File: src/rtl/alu_seq_pkg.sv
// Shared constants and types for the ALU sequencer: opcodes, FSM states and
// the settle-counter width.
package alu_seq_pkg;

    localparam logic [1:0] OP_XOR     = 2'b00;
    localparam logic [1:0] OP_ADD     = 2'b01;
    localparam logic [1:0] OP_XOR_ALT = 2'b10;
    localparam logic [1:0] OP_SUB     = 2'b11;

    localparam int CNT_W = 4;

    typedef enum logic [1:0] {
        IDLE   = 2'd0,
        SETTLE = 2'd1,
        RESP   = 2'd2
    } state_t;

endpackage

File: src/rtl/alu_sequencer.sv
// Feeds registered operands to an external combinational ALU, waits a fixed
// number of cycles for it to settle, then presents the captured result.
module alu_sequencer
    import alu_seq_pkg::*;
#(
    parameter int SETTLE_CYCLES = 2
) (
    input  logic        clk,
    input  logic        rst,
    input  logic        cmd_valid,
    output logic        cmd_ready,
    input  logic [1:0]  cmd_op,
    input  logic [15:0] cmd_a,
    input  logic [15:0] cmd_b,
    input  logic        cmd_chain,
    output logic [15:0] alu_a,
    output logic [15:0] alu_b,
    output logic [1:0]  alu_op,
    input  logic [16:0] alu_rout,
    output logic        res_valid,
    input  logic        res_ready,
    output logic [16:0] res_data,
    output logic        res_zero
);

    localparam logic [CNT_W-1:0] SETTLE_LOAD = CNT_W'(SETTLE_CYCLES - 1);

    state_t            state_q, state_d;
    logic [CNT_W-1:0]  cnt_q;
    logic [15:0]       alu_a_q, alu_b_q, chain_q;
    logic [1:0]        alu_op_q;
    logic              chain_ok_q;
    logic [16:0]       res_data_q;
    logic              res_zero_q;
    logic              accept;
    logic              settle_done;

    assign accept      = cmd_valid && cmd_ready;
    assign settle_done = (state_q == SETTLE) && (cnt_q == '0);

    always_ff @(posedge clk) begin
        if (rst) begin
            state_q <= IDLE;
        end else begin
            state_q <= state_d;
        end
    end

    always_comb begin
        state_d = state_q;
        case (state_q)
            IDLE:    if (accept)      state_d = SETTLE;
            SETTLE:  if (settle_done) state_d = RESP;
            RESP:    if (res_ready)   state_d = IDLE;
            default:                  state_d = IDLE;
        endcase
    end

    // Ready is masked by rst so nothing can be accepted while reset is held.
    always_comb begin
        cmd_ready = (state_q == IDLE) && !rst;
        res_valid = (state_q == RESP);
    end

    always_ff @(posedge clk) begin
        if (rst) begin
            cnt_q      <= '0;
            alu_a_q    <= '0;
            alu_b_q    <= '0;
            alu_op_q   <= '0;
            chain_q    <= '0;
            chain_ok_q <= 1'b0;
            res_data_q <= '0;
            res_zero_q <= 1'b0;
        end else begin
            if (accept) begin
                // A chained command with no prior result uses zero as operand A.
                if (cmd_chain) begin
                    alu_a_q <= chain_ok_q ? chain_q : 16'h0000;
                end else begin
                    alu_a_q <= cmd_a;
                end
                alu_b_q  <= cmd_b;
                alu_op_q <= cmd_op;
                cnt_q    <= SETTLE_LOAD;
            end else if (state_q == SETTLE) begin
                if (settle_done) begin
                    res_data_q <= alu_rout;
                    res_zero_q <= (alu_rout[15:0] == 16'h0000);
                    chain_q    <= alu_rout[15:0];
                    chain_ok_q <= 1'b1;
                end else begin
                    cnt_q <= cnt_q - 1'b1;
                end
            end
        end
    end

    assign alu_a    = alu_a_q;
    assign alu_b    = alu_b_q;
    assign alu_op   = alu_op_q;
    assign res_data = res_data_q;
    assign res_zero = res_zero_q;

endmodule

File: config.mk
export PLATFORM = sky130hd
export DESIGN_NAME = alu_sequencer
export DESIGN_NICKNAME = d
export VERILOG_FILES = /design/src/rtl/alu_seq_pkg.sv /design/src/rtl/alu_sequencer.sv
export SDC_FILE = /design/constraint.sdc
export NUM_CORES = 1
export LEC_CHECK = 0
export CORE_MARGIN = 4
export CORE_UTILIZATION = 44
export DETAILED_ROUTE_END_ITERATION = 7
export MAX_ROUTING_LAYER = met4
export PLACE_DENSITY = 0.83
export SYNTH_ARGS = -nofsm -noshare
export SYNTH_HDL_FRONTEND = slang
export SYNTH_SLANG_ARGS = --single-unit
File: constraint.sdc
create_clock -name clk -period 2.4 [get_ports clk]
set_clock_uncertainty 0.05 [all_clocks]
set_input_delay 0.48 -clock clk [delete_from_list [all_inputs] [get_ports clk]]
set_output_delay 0.48 -clock clk [all_outputs]
set_load 0.01 [all_outputs]
==> results.py, run 1 <==
metrics = {
    "status": {
        "status": "finished, final reports clean",
    },
    "pwr": {
        "p_clk_share_pct": 36.9,
        "pwr-share-seq_pct": 45.0,
        "swShare_pct": 25.3,
        "power.density_nw_per_um2": 633,
        "leakage_nw": 1.29,
        "internal_power_mw": 1.78,
        "switchingPower_mw": 0.601,
        "power_mw": 2.38,
        "ir_worst_vdd_v": 0.000456,
        "combPwrFrac_pct": 18.1,
    },
    "timing": {
        "drv_slew": 0,
        "worstMarginPinSlew_ns": 0.697,
        "hold_viol_final": 0,
        "fin_setup_tns_ns": 0,
        "setup_viol": 0,
        "setup_ws_ns": 0.307,
        "holdWs_ns": 0.403,
        "fin_crit_sh_pct": 87.2,
        "grt_setup_unrepaired": "false",
        "max_freq_ghz": 0.478,
        "maxSlewHeadroom_pct": 53.5,
        "finalCriticalPeriod_ns": 2.09,
    },
    "logic_synthesis": {
        "netlist_area_sq_um": 2430,
        "ys_ff_latch": 59,
        "synth.distinct_cells": 26,
        "netlist.area_leader.share_pct": 48.5,
        "yosys_warnings": 0,
        "synth_area_leader_cell": "dfxtp_1",
        "seq_area_frac_synth_pct": 48.5,
        "syn_inst": 296,
        "synth_area_per_cell_sq_um": 8.22,
        "syn_nets": 353,
        "ys_top_cells_by_area": "dfxtp_1, a21oi_1, a311oi_1, nand2_1, nor2b_1",
    },
    "detailed_routing": {
        "drt_iter0_drc": 182,
        "routedWlPerCell_um": 14.7,
        "num_vias": 2468,
        "viasPerCell": 5.23,
        "drtPass1Iterations": 4,
        "ant_nets": 0,
        "routed_wl_um": 6930,
        "drc": 0,
    },
    "placement": {
        "place_inst": 456,
        "hpwl_um": 4800,
        "pre_cts_slack_ns": 0.215,
        "gp_congestion": 0.752,
        "placed_area_sq_um": 3570,
        "portBuffers": 109,
    },
    "finish": {
        "final_core_util_pct": 71.7,
        "diodes": 0,
        "final_cell_area_sq_um": 3760,
        "area_growth_pct": 54.4,
        "num-nets-final": 454,
        "layout-drive-gt1-share_pct": 5.97,
        "instances_no_fill": 472,
    },
    "critical_path": {
        "critical_path.max_fanout": 6,
        "startpoint_type": "register",
        "endpoint_kind": "output port",
        "worst-setup-path-type": "register to output port",
        "cp.arrival_ns": 1.56,
        "critPathRequiredTime_ns": 1.87,
    },
    "cts": {
        "cts_setup_buffers": 0,
        "cts_tree": "built",
        "clk-insertion-delay-late_ns": 0.34,
        "cts_hold_buf": 0,
        "cts_made_buffers": 9,
        "root_buffer": "clkbuf_8",
        "post_cts_resize_count": 0,
        "clockBufferDepth": 2,
        "cts.sinks": 59,
        "path_clk_slew_ns": 0.06,
        "cts.htree.levels": 3,
    },
    "floorplan": {
        "core_sq_um": 5240,
        "fp.dieW_um": 82.4,
        "die_h_um": 82.4,
        "ios": 110,
        "fp.dieArea_sq_um": 6780,
        "start_util_pct": 46.5,
        "rows": 26,
    },
    "global_routing": {
        "grt_pass1_vias": 2316,
        "grt_max_degree": 43,
        "grt_antenna_before_repair": 0,
        "grt_usage_pct": 21.6,
        "grt_pass1_wl_um": 10800,
        "grt-ovfl-total": 0,
    },
    "run": {
        "maxCapViolCount": 0,
    },
    "worst_hold_path": {
        "hold_path.class": "register to register",
    },
}
## cell usage in the layout (no fill, tap or decap), types with 3 or more instances in the layout
master             n
nand2_1           37
o21ai_0           20
clkbuf_1           4
nand2b_1           3
clkbuf_8          10
a21oi_1           41
nand3_1           17
nor3_1            17
nor2b_1           18
dfxtp_1           59
nor4_1             3
inv_1              3
nor2_1            20
buf_4              6
a211oi_1           3
a311oi_1          16
clkdlybuf4s50_1  108
## area by class of cell
cell class / count / area (sq um)
repair buffers: 117 / 1170
multi-input cells: 207 / 1120
flip-flops and latches: 59 / 1180
clock inverters: 2 / 35.0
clock buffers: 14 / 153
fillers: 395 / 1480
well taps: 70 / 87.6
inverters: 3 / 11.3
## cells in the mapped netlist, drive strengths merged
| library cell | n |
|---|---|
| a311oi | 16 |
| nor2b | 18 |
| or3b | 1 |
| buf | 4 |
| nand2 | 37 |
| a211oi | 3 |
| and2b | 1 |
| or4b | 1 |
| nand2b | 3 |
| nor3 | 17 |
| o31ai | 1 |
| dfxtp | 59 |
| a21oi | 41 |
| ha | 1 |
| nand3 | 17 |
| nor2 | 20 |
| nor4 | 3 |
| or4 | 2 |
| nor4b | 1 |
| inv | 3 |
| o21ai | 20 |
| or3 | 2 |
| clkbuf | 23 |
| nor3b | 1 |
| nand4 | 1 |
## critical path: stages, from the launching register on
cell and delay (ns):
dfxtp_1 0.45, nor2b_1 0.21, clkdlybuf4s50_1 0.58
## power groups by stage
stage                     combinational [mW]  sequential, mW  clock (mW)
after floorplan                        0.180            1.10           0
after global placement                 0.425            1.09           0
after detailed placement               0.431            1.09           0
after CTS                              0.434            1.07       0.892
after global routing                   0.467            1.08       0.939
final                                  0.430            1.07       0.877
## final timing paths
path              start   endpoint  slack [ns]  depth (start not counted)
max          state_q[1]  res_valid        0.31                          2
min           alu_b[10]  alu_b[10]        0.40                          2
max reg2reg    cnt_q[0]   cnt_q[3]        0.59                          6
min reg2reg   alu_b[10]  alu_b[10]        0.40                          2
## cell families after synthesis
group	share of synthesized area (%)
AOI/OAI and AO/OA	19.5
and+or+nand+nor	25.7
adders and majority gates	0.514
DFF	48.5
buffers and inverters	5.71
## sequential cells by signal, summed over array words and instances, names as in the netlist
signal	count
alu_a	16
alu_b	16
chain_q	15
cnt_q	4
alu_op	2
res_data	2
state_q	2
chain_ok_q	1
res_zero	1
## layer usage
metal / vias to the layer above / global-route usage (%) / part of all wire [%] / wire (um)
met4: 0 / 8.47 / 1.5 / 103
met5: - / - / 0 / 0
met3: 12 / 8.13 / 10 / 713
met2: 96 / 33.2 / 46 / 3170
li1: 1245 / - / - / -
met1: 1115 / 25.6 / 42 / 2940
No activity file was read; power rests on OpenSTA's default activity.
==> run 2, diff against run 1 <==
Settings changed: CTS_CLUSTER_DIAMETER from default to 200.
==> results of run 2 <==
The final DEF is identical to that of run 1; final timing and power are the same.
==> RTL change 1: new RTL, config.mk and constraints of run 2 <==
Change the package constant `CNT_W` from 4 to 3.
--- a/src/rtl/alu_seq_pkg.sv
+++ b/src/rtl/alu_seq_pkg.sv
@@ -7,7 +7,7 @@
     localparam logic [1:0] OP_XOR_ALT = 2'b10;
     localparam logic [1:0] OP_SUB     = 2'b11;
 
-    localparam int CNT_W = 4;
+    localparam int CNT_W = 3;
 
     typedef enum logic [1:0] {
         IDLE   = 2'd0,
Formal check against the unedited RTL: no difference found for any inputs over 10 cycles, from zero or initial values and one cycle with rst high; that may be too few to reach the edited logic, so the function may still have changed.
==> RTL change 1 against run 2 <==
Area after synthesis shrank 4.4%. Setup slack lost 0.014 ns. Sequential cell count shrank 1. Fmax fell by 0.66%. First-iteration DRC count decreased by 16%. Total power rose by 0.99%. Design area shrank 4.1%. Die area decreased by 4.0%. Routed wire length decreased by 1.3%. Critical endpoint unchanged.
==> RTL change 1: results (changes against run 2) <==
Status
  • Status: completed (unchanged)

GRT
  • M1 GR Usage: 0.264 (was 0.256)
  • Vias in the first global route: 2337 (was 2316)
  • M3 GR Usage: 0.0527 (was 0.0813)
  • Global-route wire length before repair: 11000 µm (was 10800 µm)
  • Largest net degree at the start of global routing: 59 (was 43)
  • Total GRT Usage: 0.225 (was 0.216)
  • GR met2 Demand/Resource: 0.370 (was 0.332)

Synth
  • Post-Synth Adder-Cell Area: 0.0108 (was 0.00514)
  • Xor and xnor area share after synthesis: 0.00377 (was 0)
  • Post-synth cell types: 24 (was 26)
  • Top post-synthesis cells by count: nand2_1 (70), dfxtp_1 (58), a21oi_1 (37), nor2_1 (22), clkbuf_1 (18) (was dfxtp_1 (59), a21oi_1 (41), nand2_1 (37), clkbuf_1 (23))
  • Dominant cells by area after synthesis: dfxtp_1 (50%), nand2_1 (11%), a21oi_1 (8.0%), a311oi_1 (5.3%), nor2b_1 (4.6%) (was dfxtp_1 (49%), a21oi_1 (8.4%), a311oi_1 (5.8%), nand2_1 (5.7%), nor2b_1 (4.6%))
  • Post-synthesis compound-gate area fraction: 0.160 (was 0.195)
  • Net Count, Synth: 339 (was 353)
  • Post-synthesis cell count: 281 (was 296)
  • Sequential share of the synthesized area: 0.499 (was 0.485)

Final layout
  • Share of cells above drive strength 1: 0.0591 (was 0.0597)
  • Final-stage net count: 442 (was 454)

Power and ir drop
  • NetSw: 0.665 mW (was 0.601 mW)
  • Power Combinational: 0.538 mW (was 0.430 mW)
  • Tot Pwr: 2.40 mW (was 2.38 mW)
  • Peak supply drop: 0.420 mV (was 0.456 mV)
  • Part of the power in registers: 0.463 (was 0.450)
  • Leak pwr: 1.24 nW (was 1.29 nW)

Hold path
  • HP Class: reg2reg (unchanged)
  • Hold Crit Endpoint: alu_b[1]$_SDFFE_PP0P_ (was alu_b[10]$_SDFFE_PP0P_)

Drt
  • Met2 WL: 3500 µm (was 3170 µm)
  • Routed wire length: 6840 µm (was 6930 µm)
  • Wl on met1: 2880 µm (was 2940 µm)
  • Initial DRC Count: 152 (was 182)

Place
  • RePlAce Congestion: 0.821 (was 0.752)
  • Final HPWL DP: 4650 µm (was 4800 µm)
  • Pre-CTS WS: 0.171 ns (was 0.215 ns)

Worst setup path
  • Critical Path Max Stage Delay: 0.56 ns (was 0.58 ns)
  • R2R Setup Slk: 0.46 ns (was 0.59 ns)
  • CP Max Fanout: 8 (was 6)
  • Worst R2R End: cnt_q[2]$_SDFFE_PP0P_ (was cnt_q[3]$_SDFFE_PP0P_)

STA
  • Max_slew headroom: 0.527 (was 0.535)
  • Hold Worst Slack: 0.404 ns (was 0.403 ns)

Clocking
  • Later-pin clock latency in the skew report: 0.32 ns (was 0.34 ns)
## RTL change 1: cell count changes after synthesis, sizes merged, moves of 3 or more
cell     delta
nand2      +33
nand3      -17
a21oi       -4
o21ai      -20
a2111oi     +3
clkbuf      -5
## RTL change 1: worst max path at each step
stage,startpoint,to,slack [ns]
2_1_floorplan,rst,alu_a[10]$_SDFFE_PP0P_,0.54
3_3_place_gp,cmd_valid,alu_a[8]$_SDFFE_PP0P_,0.22
3_5_place_dp,cmd_valid,alu_a[15]$_SDFFE_PP0P_,0.17
4_1_cts,state_q[1]$_SDFFE_PP0P_,res_valid,0.27
5_1_grt,state_q[1]$_SDFFE_PP0P_,res_valid,0.19
6_report,state_q[1]$_SDFFE_PP0P_,res_valid,0.29
## RTL change 1: layout make-up
class / instances / area (µm²)
Clock buffer: 13 / 149
Clock inverter: 3 / 15.0
Fill cell: 422 / 1500
Inverter: 3 / 11.3
Multi-Input combinational cell: 197 / 1040
Sequential cell: 58 / 1160
Tap cell: 70 / 87.6
Timing Repair Buffer: 115 / 1140
==> RTL change 2: new RTL, flow settings as in run 2 <==
Without the edit above. Re-encode `state_t` (3 states) as one-hot, 3 bits wide.
--- a/src/rtl/alu_seq_pkg.sv
+++ b/src/rtl/alu_seq_pkg.sv
@@ -9,10 +9,10 @@
 
     localparam int CNT_W = 4;
 
-    typedef enum logic [1:0] {
-        IDLE   = 2'd0,
-        SETTLE = 2'd1,
-        RESP   = 2'd2
+    typedef enum logic [2:0] {
+        IDLE   = 3'b001,
+        SETTLE = 3'b010,
+        RESP   = 3'b100
     } state_t;
 
 endpackage
Formal check against the unedited RTL: same outputs for any inputs over 10 cycles, from zero or initial values and one cycle with rst high; not proved beyond that.
==> RTL change 2 against run 2 <==
Die area grew 5.3%. Setup slack got worse by 0.059 ns. Total power shrank 4.3%. Utilization shrank 2.1 points. Global-route usage up 1.1 points. Routed wire length is 15% higher. Count of clock-buffer cells in the layout fell by 2. Area after synthesis increased by 5.9%. Design area is 4.0% higher. Hold slack improved by 0.024 ns. Sequential cell count is 1 higher.
==> RTL change 2: results (changes against run 2) <==
GRT
  • Global-route wire length before repair: 12700 µm (was 10800 µm)
  • Vias in the first global route: 2627 (was 2316)
  • Total GRT Usage: 0.228 (was 0.216)
  • Largest net degree at the start of global routing: 62 (was 43)

Place
  • Placed Area: 3730 µm² (was 3570 µm²)
  • PortBufs: 109 (unchanged)
  • Final HPWL DP: 5730 µm (was 4800 µm)
  • Pre-CTS WS: 0.427 ns (was 0.215 ns)
  • RePlAce Congestion: 0.872 (was 0.752)
  • Placed cell count: 468 (was 456)

Drt
  • Initial DRC Count: 164 (was 182)
  • DRT Pass-1 Iters: 5 (was 4)
  • Vias post-DR: 2734 (was 2468)
  • Vias per cell: 5.67 (was 5.23)
  • Wirelength per Cell: 16.5 µm (was 14.7 µm)

Worst setup path
  • Worst R2R End: alu_a[6]$_SDFFE_PP0P_ (was cnt_q[3]$_SDFFE_PP0P_)
  • CP Max Fanout: 7 (was 6)
  • Crit path capture: cmd_ready (was res_valid)
  • R2R Setup Slk: 0.57 ns (was 0.59 ns)
  • Delay-heaviest family, CP: buffers and inverters (unchanged)
  • Worst R2R Start: state_q[0]$_SDFFE_PP1P_ (was cnt_q[0]$_SDFFE_PP0P_)
  • R2R cell count: 5 (was 6)
  • Crit path DAT: 1.62 ns (was 1.56 ns)

Synth
  • Top post-synthesis cells by count: dfxtp_1 (60), nand3_1 (53), o21ai_0 (39), a21oi_1 (37), nand2b_1 (34) (was dfxtp_1 (59), a21oi_1 (41), nand2_1 (37), clkbuf_1 (23))
  • Sequential share of the synthesized area: 0.466 (was 0.485)
  • Post-synth cell types: 36 (was 26)
  • Syn Area/Cell: 8.45 µm² (was 8.22 µm²)
  • Net Count, Synth: 362 (was 353)
  • Dominant cells by area after synthesis: dfxtp_1 (47%), nand3_1 (10%), nand2b_1 (8.3%), o21ai_0 (7.6%), a21oi_1 (7.2%) (was dfxtp_1 (49%), a21oi_1 (8.4%), a311oi_1 (5.8%), nand2_1 (5.7%), nor2b_1 (4.6%))

Power and ir drop
  • Power Combinational: 0.394 mW (was 0.430 mW)
  • Peak supply drop: 0.351 mV (was 0.456 mV)
  • Leak pwr: 1.32 nW (was 1.29 nW)
  • Clock net power: 0.803 mW (was 0.877 mW)
  • Internal power: 1.71 mW (was 1.78 mW)

Clocking
  • Later-pin clock latency in the skew report: 0.32 ns (was 0.34 ns)
  • Clk root buf: clkbuf_8 (unchanged)
  • PostCTS Resize Cnt: 0 (unchanged)
  • Post-CTS setup buffer count: 0 (unchanged)

STA
  • Hold Worst Slack: 0.428 ns (was 0.403 ns)
  • FMAX: 0.465 GHz (was 0.478 GHz)
  • Max_slew headroom: 0.616 (was 0.535)

Final layout
  • Final-stage net count: 464 (was 454)
  • Share of cells above drive strength 1: 0.0805 (was 0.0597)
  • # diodes: 0 (unchanged)

Hold path
  • Hold Crit Endpoint: alu_b[2]$_SDFFE_PP0P_ (was alu_b[10]$_SDFFE_PP0P_)
  • Hold path start: alu_b[2]$_SDFFE_PP0P_ (was alu_b[10]$_SDFFE_PP0P_)

Status
  • Status: completed (unchanged)
## RTL change 2: cell count changes after synthesis, sizes merged, moves of 2 or more
cell,before,now
nor2b,18,1
a21oi,41,37
nor3,17,1
nand2,37,2
o21ai,20,40
clkbuf,23,26
nor2,20,3
nand3,17,53
nand2b,3,34
nor3b,1,3
## RTL change 2: cell families after synthesis
kind of cell | count (synthesis) | synth area share
buffers and inverters | 34 | 0.0524
DFF | 60 | 0.466
AOI/OAI and AO/OA | 98 | 0.220
and+or+nand+nor | 112 | 0.256
adders and majority gates | 1 | 0.00485
## RTL change 2: cell type report
class	count	area, µm²
clock buffers	12	165
clock inverters	2	10.0
fillers	463	1700
inverters	3	11.3
multi-input cells	211	1250
flip-flops and latches	60	1200
well taps	72	90.1
repair buffers	122	1180
## RTL change 2: per-layer routing
layer,vias to the layer above,routed length (µm),track usage
li1,1307,-,-
met1,1296,3410,0.284
met2,113,3860,0.351
met3,18,507,0.0579
met4,0,196,0.0921
met5,-,0,-
